$ cat src/rtl/pad_pkg.sv
// ---------------------------------------------------------------------------
// pad_pkg
// Shared definitions for the dance-pad input front end: event codes, button
// index order (matches the bit order of `held`) and the fixed-priority
// encoder used to serialize simultaneous presses.
// ---------------------------------------------------------------------------
package pad_pkg;

    typedef logic [1:0] ev_code_t;

    localparam ev_code_t EV_UP    = 2'd0;
    localparam ev_code_t EV_DOWN  = 2'd1;
    localparam ev_code_t EV_LEFT  = 2'd2;
    localparam ev_code_t EV_RIGHT = 2'd3;

    localparam int BTN_UP    = 0;
    localparam int BTN_DOWN  = 1;
    localparam int BTN_LEFT  = 2;
    localparam int BTN_RIGHT = 3;
    localparam int NUM_BTN   = 4;

    // Lowest set index wins: up > down > left > right.
    function automatic ev_code_t prio_code(input logic [NUM_BTN-1:0] pend);
        ev_code_t code;
        code = EV_UP;
        for (int i = NUM_BTN - 1; i >= 0; i--) begin
            if (pend[i]) begin
                code = ev_code_t'(i);
            end
        end
        return code;
    endfunction

endpackage

$ cat src/rtl/pad_event_source_if.sv
// ---------------------------------------------------------------------------
// pad_event_source_if
// Valid/ready event channel between the pad front end (master) and the
// state controller (slave).
//   ev_valid : head of the event queue holds an event
//   ev_code  : head event code (pad_pkg EV_* values)
//   ev_ready : consumer accepts the head event this cycle
// ---------------------------------------------------------------------------
interface pad_event_source_if;
    import pad_pkg::*;

    logic     ev_valid;
    ev_code_t ev_code;
    logic     ev_ready;

    modport master (output ev_valid, output ev_code, input ev_ready);
    modport slave  (input ev_valid, input ev_code, output ev_ready);

endinterface

$ cat src/rtl/pad_debounce.sv
// ---------------------------------------------------------------------------
// pad_debounce
// One pad button: 2-flop synchronizer, run-length debounce counter, stable
// level and a one-cycle pulse on each accepted 0->1 change of the stable level.
//   clk, rst : system clock, asynchronous active-low reset
//   raw      : raw asynchronous button input
//   stable   : debounced level
//   rise     : high for one cycle, the cycle after stable goes 0->1
// ---------------------------------------------------------------------------
module pad_debounce #(
    parameter int DEBOUNCE_CYCLES = 500000
) (
    input  logic clk,
    input  logic rst,
    input  logic raw,
    output logic stable,
    output logic rise
);

    localparam int CNT_W = $clog2(DEBOUNCE_CYCLES);
    localparam logic [CNT_W-1:0] CNT_LAST = CNT_W'(DEBOUNCE_CYCLES - 1);

    logic             sync1_q, sync1_d;
    logic             sync2_q, sync2_d;
    logic             stable_q, stable_d;
    logic             stable_prev_q, stable_prev_d;
    logic [CNT_W-1:0] cnt_q, cnt_d;

    always_comb begin
        sync1_d       = raw;
        sync2_d       = sync1_q;
        stable_d      = stable_q;
        stable_prev_d = stable_q;
        cnt_d         = '0;
        // Any cycle where the synchronized level agrees with stable restarts
        // the run; DEBOUNCE_CYCLES consecutive disagreements accept it.
        if (sync2_q != stable_q) begin
            if (cnt_q == CNT_LAST) begin
                stable_d = sync2_q;
            end else begin
                cnt_d = cnt_q + 1'b1;
            end
        end
    end

    always_ff @(posedge clk or negedge rst) begin
        if (!rst) begin
            sync1_q       <= 1'b0;
            sync2_q       <= 1'b0;
            stable_q      <= 1'b0;
            stable_prev_q <= 1'b0;
            cnt_q         <= '0;
        end else begin
            sync1_q       <= sync1_d;
            sync2_q       <= sync2_d;
            stable_q      <= stable_d;
            stable_prev_q <= stable_prev_d;
            cnt_q         <= cnt_d;
        end
    end

    assign stable = stable_q;
    assign rise   = stable_q & ~stable_prev_q;

endmodule

$ cat src/rtl/pad_event_source.sv
// ---------------------------------------------------------------------------
// pad_event_source
// Debounces the four pad buttons, latches each press into a pending bit,
// serializes pending presses in priority order into a small first-word-
// fall-through FIFO and offers the head over a valid/ready channel.
//   clk, rst        : system clock, asynchronous active-low reset
//   btn_*           : raw asynchronous active-high pad inputs
//   held            : debounced levels {right, left, down, up}
//   overflow        : sticky, a press merged into one already pending
//   ev_if (master)  : event channel (ev_valid, ev_code, ev_ready)
// ---------------------------------------------------------------------------
module pad_event_source
    import pad_pkg::*;
#(
    parameter int DEBOUNCE_CYCLES = 500000,
    parameter int FIFO_DEPTH      = 4
) (
    input  logic                    clk,
    input  logic                    rst,
    input  logic                    btn_up,
    input  logic                    btn_down,
    input  logic                    btn_left,
    input  logic                    btn_right,
    output logic [NUM_BTN-1:0]      held,
    output logic                    overflow,
    pad_event_source_if.master      ev_if
);

    localparam int PTR_W = $clog2(FIFO_DEPTH);
    localparam int CNT_W = PTR_W + 1;
    localparam logic [CNT_W-1:0] CNT_FULL = CNT_W'(FIFO_DEPTH);

    logic [NUM_BTN-1:0] btn_raw;
    logic [NUM_BTN-1:0] stable;
    logic [NUM_BTN-1:0] rise;

    assign btn_raw = {btn_right, btn_left, btn_down, btn_up};

    for (genvar i = 0; i < NUM_BTN; i++) begin : g_btn
        pad_debounce #(
            .DEBOUNCE_CYCLES(DEBOUNCE_CYCLES)
        ) u_debounce (
            .clk    (clk),
            .rst    (rst),
            .raw    (btn_raw[i]),
            .stable (stable[i]),
            .rise   (rise[i])
        );
    end

    ev_code_t           mem_q [FIFO_DEPTH];
    ev_code_t           mem_d [FIFO_DEPTH];
    logic [PTR_W-1:0]   wr_ptr_q, wr_ptr_d;
    logic [PTR_W-1:0]   rd_ptr_q, rd_ptr_d;
    logic [CNT_W-1:0]   count_q, count_d;
    logic [NUM_BTN-1:0] pend_q, pend_d;
    logic               overflow_q, overflow_d;

    logic     full;
    logic     empty;
    logic     push;
    logic     pop;
    ev_code_t grant_code;

    always_comb begin
        full       = (count_q == CNT_FULL);
        empty      = (count_q == '0);
        pop        = !empty && ev_if.ev_ready;
        // Fullness is judged before the pop, so a full FIFO never takes a
        // push in the same cycle it is popped.
        push       = !full && (|pend_q);
        grant_code = prio_code(pend_q);

        pend_d     = pend_q;
        overflow_d = overflow_q;
        mem_d      = mem_q;
        wr_ptr_d   = wr_ptr_q;
        rd_ptr_d   = rd_ptr_q;
        count_d    = count_q;

        if (push) begin
            pend_d[grant_code] = 1'b0;
            mem_d[wr_ptr_q]    = grant_code;
            wr_ptr_d           = wr_ptr_q + 1'b1;
        end

        // A new press wins over the grant clear; it only counts as lost if
        // the old pending press is still sitting there after this edge.
        for (int i = 0; i < NUM_BTN; i++) begin
            if (rise[i]) begin
                if (pend_q[i] && !(push && grant_code == ev_code_t'(i))) begin
                    overflow_d = 1'b1;
                end
                pend_d[i] = 1'b1;
            end
        end

        if (pop) begin
            rd_ptr_d = rd_ptr_q + 1'b1;
        end

        unique case ({push, pop})
            2'b10:   count_d = count_q + 1'b1;
            2'b01:   count_d = count_q - 1'b1;
            default: count_d = count_q;
        endcase
    end

    always_ff @(posedge clk or negedge rst) begin
        if (!rst) begin
            for (int i = 0; i < FIFO_DEPTH; i++) begin
                mem_q[i] <= EV_UP;
            end
            wr_ptr_q   <= '0;
            rd_ptr_q   <= '0;
            count_q    <= '0;
            pend_q     <= '0;
            overflow_q <= 1'b0;
        end else begin
            mem_q      <= mem_d;
            wr_ptr_q   <= wr_ptr_d;
            rd_ptr_q   <= rd_ptr_d;
            count_q    <= count_d;
            pend_q     <= pend_d;
            overflow_q <= overflow_d;
        end
    end

    assign ev_if.ev_valid = !empty;
    // Stale entries are masked so an idle channel shows code 0.
    assign ev_if.ev_code  = empty ? EV_UP : mem_q[rd_ptr_q];
    assign held           = stable;
    assign overflow       = overflow_q;

endmodule

$ cat src/flat_wrapper.sv
// flat-port wrapper written by rule: the top's interface ports become plain ports
module pad_event_source_flat import pad_pkg::*;
#(
    parameter int DEBOUNCE_CYCLES = 500000,
    parameter int FIFO_DEPTH      = 4
)
  (clk, rst, btn_up, btn_down, btn_left, btn_right, held, overflow, ev_if_ev_valid, ev_if_ev_code, ev_if_ev_ready);
  pad_event_source_if ev_if_i ();
  input  logic clk;
  input  logic rst;
  input  logic btn_up;
  input  logic btn_down;
  input  logic btn_left;
  input  logic btn_right;
  output logic [NUM_BTN-1:0] held;
  output logic overflow;
  output wire logic [$bits(ev_if_i.ev_valid)-1:0] ev_if_ev_valid;
  output wire logic [$bits(ev_if_i.ev_code)-1:0] ev_if_ev_code;
  input wire logic [$bits(ev_if_i.ev_ready)-1:0] ev_if_ev_ready;
  assign ev_if_ev_valid = ev_if_i.ev_valid;
  assign ev_if_ev_code = ev_if_i.ev_code;
  assign ev_if_i.ev_ready = ev_if_ev_ready;
  pad_event_source #(.DEBOUNCE_CYCLES(DEBOUNCE_CYCLES), .FIFO_DEPTH(FIFO_DEPTH)) u_core (.clk(clk), .rst(rst), .btn_up(btn_up), .btn_down(btn_down), .btn_left(btn_left), .btn_right(btn_right), .held(held), .overflow(overflow), .ev_if(ev_if_i));
endmodule
$ cat config.mk
export PLATFORM = sky130hd
export DESIGN_NAME = pad_event_source_flat
export DESIGN_NICKNAME = d
export VERILOG_FILES = /design/src/rtl/pad_pkg.sv /design/src/rtl/pad_event_source_if.sv /design/src/rtl/pad_debounce.sv /design/src/rtl/pad_event_source.sv /design/src/flat_wrapper.sv
export SDC_FILE = /design/constraint.sdc
export NUM_CORES = 1
export LEC_CHECK = 0
export BUFFER_PORTS_ARGS = -buffer_cell sky130_fd_sc_hd__buf_2
export CORE_MARGIN = 5
export CORE_UTILIZATION = 50
export DETAILED_ROUTE_END_ITERATION = 10
export GPL_TIMING_DRIVEN = 0
export MAX_ROUTING_LAYER = met4
export PLACE_DENSITY = 0.69
export SLEW_MARGIN = 10
export SYNTH_ARGS = -nofsm -noshare
export SYNTH_HDL_FRONTEND = slang
export SYNTH_SLANG_ARGS = --single-unit
export TNS_END_PERCENT = 1
$ cat constraint.sdc
create_clock -name clk -period 2 [get_ports clk]
set_input_delay 0.4 -clock clk [delete_from_list [all_inputs] [get_ports clk]]
set_output_delay 0.4 -clock clk [all_outputs]
set_load 0.005 [all_outputs]
==> flow_summary.toml, run 1 <==
[grt]
grt_start_max_net_pins = 83
grt.overflow.total = 0
gr-usage-all-layers = 0.161
grt_antenna_before_repair = 0
first_global_vias = 3662
first_pass_grt_wire_length_um = 16500

[logic_synthesis]
synth.avg_cell_area_um2 = 10.3
ys_seq_elements = 112
yosysSeqAreaShare = 0.530
syn_nets = 528
synthCells = 511
mappedNetlistArea_um2 = 5290
yosysUniqueCellTypes = 45
yosysWarnings = 0

[hold_path]
hold_end = "u_core.g_btn[2].u_debounce.sync1_q$_DFF_PN0_"
holdCritPathClass = "input port to register"
min_delay_path_depth = 1
worst_hold_startpoint = "btn_left"

[clock_network]
sink_count_of_the_clock_tree = 112
clk_root_buffer_cell = "clkbuf_8"
worst_setup_hold_path_clk_slew_ns = 0.09
cts_max_path_buffers = 2
tritoncts = "built"
h-tree-depth = 3
clkLatencyLatePin_ns = 0.38
cts_inserted_buffers = 9

[sta]
timing.max_slew.rel_slack = 0.535
fin_crit_sh = 0.997
timing.final.max_slew_violations = 0
max_freq_mhz = 501
grt_setup_unrepaired = "true"
fin_skew_ns = 0.00859
hold_slack_ns = 0.122
setup_violations = 0
post-route-min-period_ns = 1.99
timing.final.hold_violations = 0
tightest_slew_ns = 0.691

[drt]
first_pass_iters = 5
drt-vias-per-instance = 5.57
totalWireLength_um = 9360
initialDrtViolationCount = 158
drt.antenna.violating_nets = 0
remaining_drc_errors = 0
via_count = 3785
detail_route.wl_per_cell_um = 13.8

[placement]
place.detailed.hpwl_um = 6270
port-buffer-count = 14
gp_congestion = 0.820
post_detailed_placement_cell_area_um2 = 5570
place.detailed.instances = 662

[die]
placementRows = 37
io_pins = 15
start_util = 0.512
die_footprint_um2 = 12700
die-height_um = 113
chipWidth_um = 113
design.core.area_um2 = 10300

[setup_path]
start_kind = "register"
path_class = "register to register"
timing.critical_path.required_ns = 2.30
rr_worst_depth = 9
worstPathMaxFanout = 8
worstReg2RegEnd = "u_core.count_q[2]$_DFFE_PN0P_"
reg2reg_setup_slack_ns = 0.006
critical_path_arrival_ns = 2.29
crit-reg2reg-launch = "u_core.count_q[0]$_DFFE_PN0P_"
worstPathCellList = "nor3b_4 > a21oi_4 > inv_1 > ha_2 > inv_1 > fa_1 > xor2_1 > nor2_1 > xor2_1"
critical-path-max-stage-delay_ns = 0.45
worstSetupEndpointType = "register"
crit_path_top_delay_cell = "dfrtp_2"

[layout]
n_fill_cell = 894
drive_above_1_share = 0.145
nNetsFinal = 557
final_area_um2 = 5900
antennaDiodeCount = 0
area_delta_synth_final_pct = 11.5
fin_cells = 680

[run]
cap_violations = 0

[power_and_ir_drop]
power_density_nw_per_um2 = 710
vdd.ir_drop.worst_v = 0.000428
leakage_power_of_the_design_uw = 0.00246

[run_status]
run_status = "completed"
logic make-up (layout without fill, tap and decap cells):
group	count (synthesis)	in the layout	share of synthesized area
AND/OR/NAND/NOR	227	227	0.228
flip-flops	112	112	0.530
XOR/XNOR	59	59	0.0978
AO/OA/AOI/OAI	56	56	0.0630
buffers and inverters	36	69	0.0289
multiplexers	11	11	0.0275
adder cells (fa/ha/maj)	10	10	0.0251
placed cells by master, fill, tap and decap left out, drive strengths merged, types with 3 or more instances in the layout:
cell type,Yosys,routed
a21oi,21,21
a22o,4,4
and2,8,8
and3,5,5
and4,7,7
buf,6,26
clkbuf,11,19
dfrtp,112,112
ha,9,9
inv,19,19
mux2,8,8
nand2,31,31
nand2b,3,3
nand3,22,22
nand4,26,26
nor2,67,67
nor3,7,7
nor4,16,16
nor4b,5,5
o21ai,19,19
o31ai,5,5
o41ai,3,3
or3,15,15
or4,4,4
xnor2,34,34
xor2,25,25
flip-flops by register name (all words and copies together) (netlist names), 3 cells and up:
| register | count |
|---|---|
| u_core.g_btn.u_debounce.sync1_q | 4 |
| u_core.mem_q | 8 |
| u_core.g_btn.u_debounce.sync2_q | 4 |
| u_core.count_q | 3 |
| u_core.g_btn.u_debounce.cnt_q | 76 |
| u_core.g_btn.u_debounce.stable | 4 |
| u_core.pend_q | 4 |
| u_core.g_btn.u_debounce.stable_prev_q | 4 |
worst max-delay path, delay by kind of cell, from the launching register on:
| family | cells | cell delay, ns |
|---|---|---|
| compound gates | 1 | 0.09 |
| xor+xnor | 2 | 0.31 |
| fa+ha+maj | 2 | 0.55 |
| buf+inv | 2 | 0.12 |
| flops | 1 | 0.45 |
| simple gates | 2 | 0.40 |
what timing repair did:
| action | 4_1_cts | 5_1_grt |
|---|---|---|
| endpoints found under the hold margin | 30 | 0 |
| buffers inserted | 1 | 2 |
| cloned | 0 | 0 |
| gates resized for setup | 23 | 9 |
| pin swaps | 5 | 4 |
| endpoints found under the setup margin | 49 | 46 |
| hold buffers | 1 | 0 |
final cells by class:
type	count	area, µm²	area share
clock buffer	11	141	0.0240
clock inverter	4	55.1	0.00934
sequential	112	2810	0.476
tap	136	170	0.0289
buffer	16	91.3	0.0155
multi-input combinational	363	2420	0.411
timing repair buffer	19	136	0.0231
inverter	19	71.3	0.0121
synthesized netlist by cell type, drive strengths merged:
master,n,share of area
clkbuf,11,0.0078
and3,5,0.0059
or4,4,0.0057
o21ai,19,0.018
o41ai,3,0.0050
nand3b,1,0.0014
a21o,1,0.0014
nor2,67,0.048
nor3,7,0.0066
o221a,1,0.0021
and4,7,0.012
nand4b,2,0.0033
or3,15,0.018
fa,1,0.0038
nand2,31,0.022
buf,6,0.0076
nand4bb,1,0.0021
nand3,22,0.022
a31oi,1,0.0012
nor2b,1,0.0012
nor3b,2,0.0028
nor4bb,2,0.0038
dfrtp,112,0.53
a22o,4,0.0066
xor2,25,0.041
and2,8,0.0095
mux4,2,0.0085
or2,2,0.0024
o31ai,5,0.0071
nor4,16,0.019
nor4b,5,0.0083
mux2,8,0.017
nand2b,3,0.0036
nand4,26,0.031
a31o,1,0.0017
a21oi,21,0.020
xnor2,34,0.056
mux2i,1,0.0019
ha,9,0.021
inv,19,0.013
stage by stage:
| stage | worst slack [ns] | setup TNS [ns] | utilization | power [µW] |
|---|---|---|---|---|
| after floorplan | 0.0377 | 0 | - | 2710 |
| after global placement | -0.744 | -93.78 | 0.536 | 2810 |
| after detailed placement | -0.431 | -13.41 | 0.540 | 2850 |
| after CTS | -0.0301 | -0.0301 | 0.568 | 4260 |
| after global routing | -0.124 | -0.538 | 0.571 | 4390 |
| final | 0.00567 | 0 | 0.571 | 4190 |
per-layer routing:
layer	vias up	share of wire	global-route usage
met5	-	0	-
met4	0	0.0097	0.0441
met3	8	0.039	0.0492
met2	62	0.48	0.247
met1	1854	0.47	0.209
li1	1861	-	-
worst max path at each step:
| stage | endpoint | slack (ns) | cells past startpoint | from |
|---|---|---|---|---|
| floorplan | u_core.count_q[2]$_DFFE_PN0P_ | 0.04 | 9 | u_core.count_q[0]$_DFFE_PN0P_ |
| global placement | u_core.g_btn[2].u_debounce.cnt_q[12]$_DFF_PN0_ | -0.74 | 1 | rst |
| detailed placement | u_core.g_btn[0].u_debounce.cnt_q[11]$_DFF_PN0_ | -0.43 | 7 | u_core.g_btn[0].u_debounce.cnt_q[0]$_DFF_PN0_ |
| CTS | u_core.count_q[2]$_DFFE_PN0P_ | -0.03 | 9 | u_core.count_q[0]$_DFFE_PN0P_ |
| global route | u_core.count_q[2]$_DFFE_PN0P_ | -0.12 | 9 | u_core.count_q[0]$_DFFE_PN0P_ |
| finish | u_core.count_q[2]$_DFFE_PN0P_ | 0.006 | 9 | u_core.count_q[0]$_DFFE_PN0P_ |
where the power goes:
group	switching [µW]	internal (µW)	leakage (µW)	total, µW
clock	734	612	0.0000956	1350
combinational	207	182	0.000844	389
sequential	100	2350	0.00152	2450
total	1040	3140	0.00246	4190
(Power assumes the default switching activity.)
==> inputs of run 2 (changes only) <==
CORE_ASPECT_RATIO = 0.6   (was unset)
MAX_ROUTING_LAYER = unset   (was met4)
PLACE_DENSITY = 0.66   (was 0.69)
clock period = 2.3 ns   (was 2 ns; I/O delays follow)
==> run 2 against run 1 <==
  * Core utilization fell by 0.57 points
  * Die area rose by 0.53%
  * Sequential share of layout area fell by 0.16 points
  * Sequential power fell by 13%
  * Critical path type unchanged
  * Highest routed layer unchanged
==> flow_summary.toml, run 2 (synthesized netlist as in run 1, its figures left out) <==
[drt]
drt-vias-per-instance = 5.49
totalWireLength_um = 9520
wl_met2_um = 3990
first_pass_iters = 4
initialDrtViolationCount = 246
remaining_drc_errors = 0
met1_wire_length_um = 5090
detail_route.wl_per_cell_um = 14.0
drt.antenna.violating_nets = 0
dr.max_layer_used = "met4"
via_count = 3746
detailroute.wirelength.met3_um = 356

[run]
cap_violations = 0

[clock_network]
sink_count_of_the_clock_tree = 112
clkLatencyLatePin_ns = 0.34
worst_setup_hold_path_clk_slew_ns = 0.07
cts_inserted_buffers = 9
tritoncts = "built"
clk_root_buffer_cell = "clkbuf_16"
cts_max_path_buffers = 2
cts_hold_buf = 0
h-tree-depth = 3

[power_and_ir_drop]
p_clk_frac = 0.389
power_density_nw_per_um2 = 676
total_internal_power_uw = 3030
p_sw_uw = 964
leakage_power_of_the_design_uw = 0.00248
vdd.ir_drop.worst_v = 0.000438
p_sw_frac = 0.241
share_seq_of_total_power = 0.533
power.combinational.fraction = 0.078

[die]
chipWidth_um = 143
die_footprint_um2 = 12800
die-height_um = 89.6
design.core.area_um2 = 10500
io_pins = 15
start_util = 0.506
placementRows = 29

[grt]
grt.overflow.total = 0
first_global_vias = 3523
grt_antenna_before_repair = 0
first_pass_grt_wire_length_um = 16900
gr-usage-all-layers = 0.164
grt_start_max_net_pins = 67

[placement]
place.detailed.hpwl_um = 6640
port-buffer-count = 14
gp_congestion = 0.831

[setup_path]
path_delay_family = "simple AND/OR/NAND/NOR gates"
rr_worst_depth = 6
worstPathCellList = "ha_1 > and4_1 > nand4_1 > o21ai_2 > clkbuf_1 > nor2_1"
setup.worst_path.start = "u_core.g_btn[1].u_debounce.cnt_q[0]$_DFF_PN0_"
crit_path_top_delay_cell = "clkbuf_1"
worstSetupEndpointType = "register"
timing.critical_path.required_ns = 2.51
worstPathMaxFanout = 10
worst_path_buffer_plus_inverter_count = 1
path_depth = 6
crit_path_end = "u_core.g_btn[1].u_debounce.cnt_q[8]$_DFF_PN0_"
start_kind = "register"
critical-path-max-stage-delay_ns = 0.41
path_class = "register to register"
worstReg2RegEnd = "u_core.g_btn[1].u_debounce.cnt_q[8]$_DFF_PN0_"
crit-reg2reg-launch = "u_core.g_btn[1].u_debounce.cnt_q[0]$_DFF_PN0_"
reg2reg_setup_slack_ns = 0.05
critical_path_arrival_ns = 2.47

[layout]
area_delta_synth_final_pct = 11.8
top_regs = "u_core.g_btn.u_debounce.cnt_q (76), u_core.mem_q (8)"
most-common-layout-cells = "112 x dfrtp_1, 67 x nor2_1, 34 x xnor2_1, 31 x nand2_1, 26 x nand4_1"
drive_above_1_share = 0.116
nNetsFinal = 555
n_fill_cell = 911
antennaDiodeCount = 0
layout_commonest_cell = "dfrtp_1"
largest_register_ff_count = 76
largest-register = "u_core.g_btn.u_debounce.cnt_q"
final_core_util = 0.565

[sta]
grt_setup_unrepaired = "true"
timing.final.max_slew_violations = 0
post-route-min-period_ns = 2.25
setup_violations = 0
timing.final.hold_violations = 0
timing.max_slew.rel_slack = 0.483
max_freq_mhz = 443
setup_total_negative_slack_ns = 0
fin_skew_ns = 0.00693
hold_slack_ns = 0.0371
fin_crit_sh = 0.980
tightest_slew_ns = 0.769

[run_status]
run_status = "completed"

[hold_path]
holdCritPathClass = "input port to asynchronous set/reset pin"
[run 2: metal layers]
layer / track usage / vias up
met1: 0.250 / 1827
met5: 0 / -
met3: 0.0397 / 10
li1: - / 1852
met4: 0.0423 / 0
met2: 0.236 / 57
[run 2: power by group through the flow]
| stage | logic (µW) | clock network [µW] | registers [µW] |
|---|---|---|---|
| 6_report | 311 | 1550 | 2130 |
| 3_3_place_gp | 278 | 0 | 2150 |
| 2_1_floorplan | 197 | 0 | 2140 |
| 4_1_cts | 308 | 1600 | 2120 |
| 3_5_place_dp | 297 | 0 | 2150 |
| 5_1_grt | 361 | 1690 | 2140 |
[run 2: how the worst min path moves through the flow]
stage                                                       from                                              to  slack (ns)  cells past startpoint
floorplan                                                    rst                   u_core.count_q[0]$_DFFE_PN0P_        0.16                      0
global placement    u_core.g_btn[1].u_debounce.sync1_q$_DFF_PN0_    u_core.g_btn[1].u_debounce.sync2_q$_DFF_PN0_        0.34                      0
finish                                                       rst  u_core.g_btn[3].u_debounce.cnt_q[10]$_DFF_PN0_        0.04                      1
detailed placement  u_core.g_btn[1].u_debounce.sync1_q$_DFF_PN0_    u_core.g_btn[1].u_debounce.sync2_q$_DFF_PN0_        0.34                      0
global route                                                 rst   u_core.g_btn[3].u_debounce.cnt_q[9]$_DFF_PN0_        0.07                      1
CTS                                                          rst  u_core.g_btn[3].u_debounce.cnt_q[10]$_DFF_PN0_        0.06                      1
[run 2: worst register-to-register path, cell delays in order, from the launching register on]
cell and delay [ns]:
dfrtp_1 0.40, ha_1 0.25, and4_1 0.34, nand4_1 0.22, o21ai_2 0.40, clkbuf_1 0.42
nor2_1 0.10
[run 2: area by class of cell]
cell class | count | area (µm²) | share of cell area
clock inverter | 7 | 72.6 | 0.0123
inverter | 19 | 71.3 | 0.0121
clock buffer | 9 | 225 | 0.0381
multi-input combinational | 363 | 2370 | 0.401
timing repair buffer | 16 | 111 | 0.0188
buffer | 17 | 82.6 | 0.0140
tap | 139 | 174 | 0.0294
sequential | 112 | 2800 | 0.474
[run 2: timing repair]
action / CTS / global route
pin swaps: 0 / 1
setup buffers: 0 / 1
gates cloned: 0 / 0
resized for setup: 5 / 5
setup endpoints to repair: 32 / 42
[run 2: metrics by stage]
stage          power [µW]  setup WS [ns]  instance area [µm²]  instances
6_report             3990         0.0451                 5910        682
5_1_grt              4190         -0.159                 5910        682
4_1_cts              4030         0.0168                 5880        681
3_5_place_dp         2450         -0.452                 5560        665
3_3_place_gp         2430         -0.539                 5530        664
2_1_floorplan        2330         0.0738                 5290        511
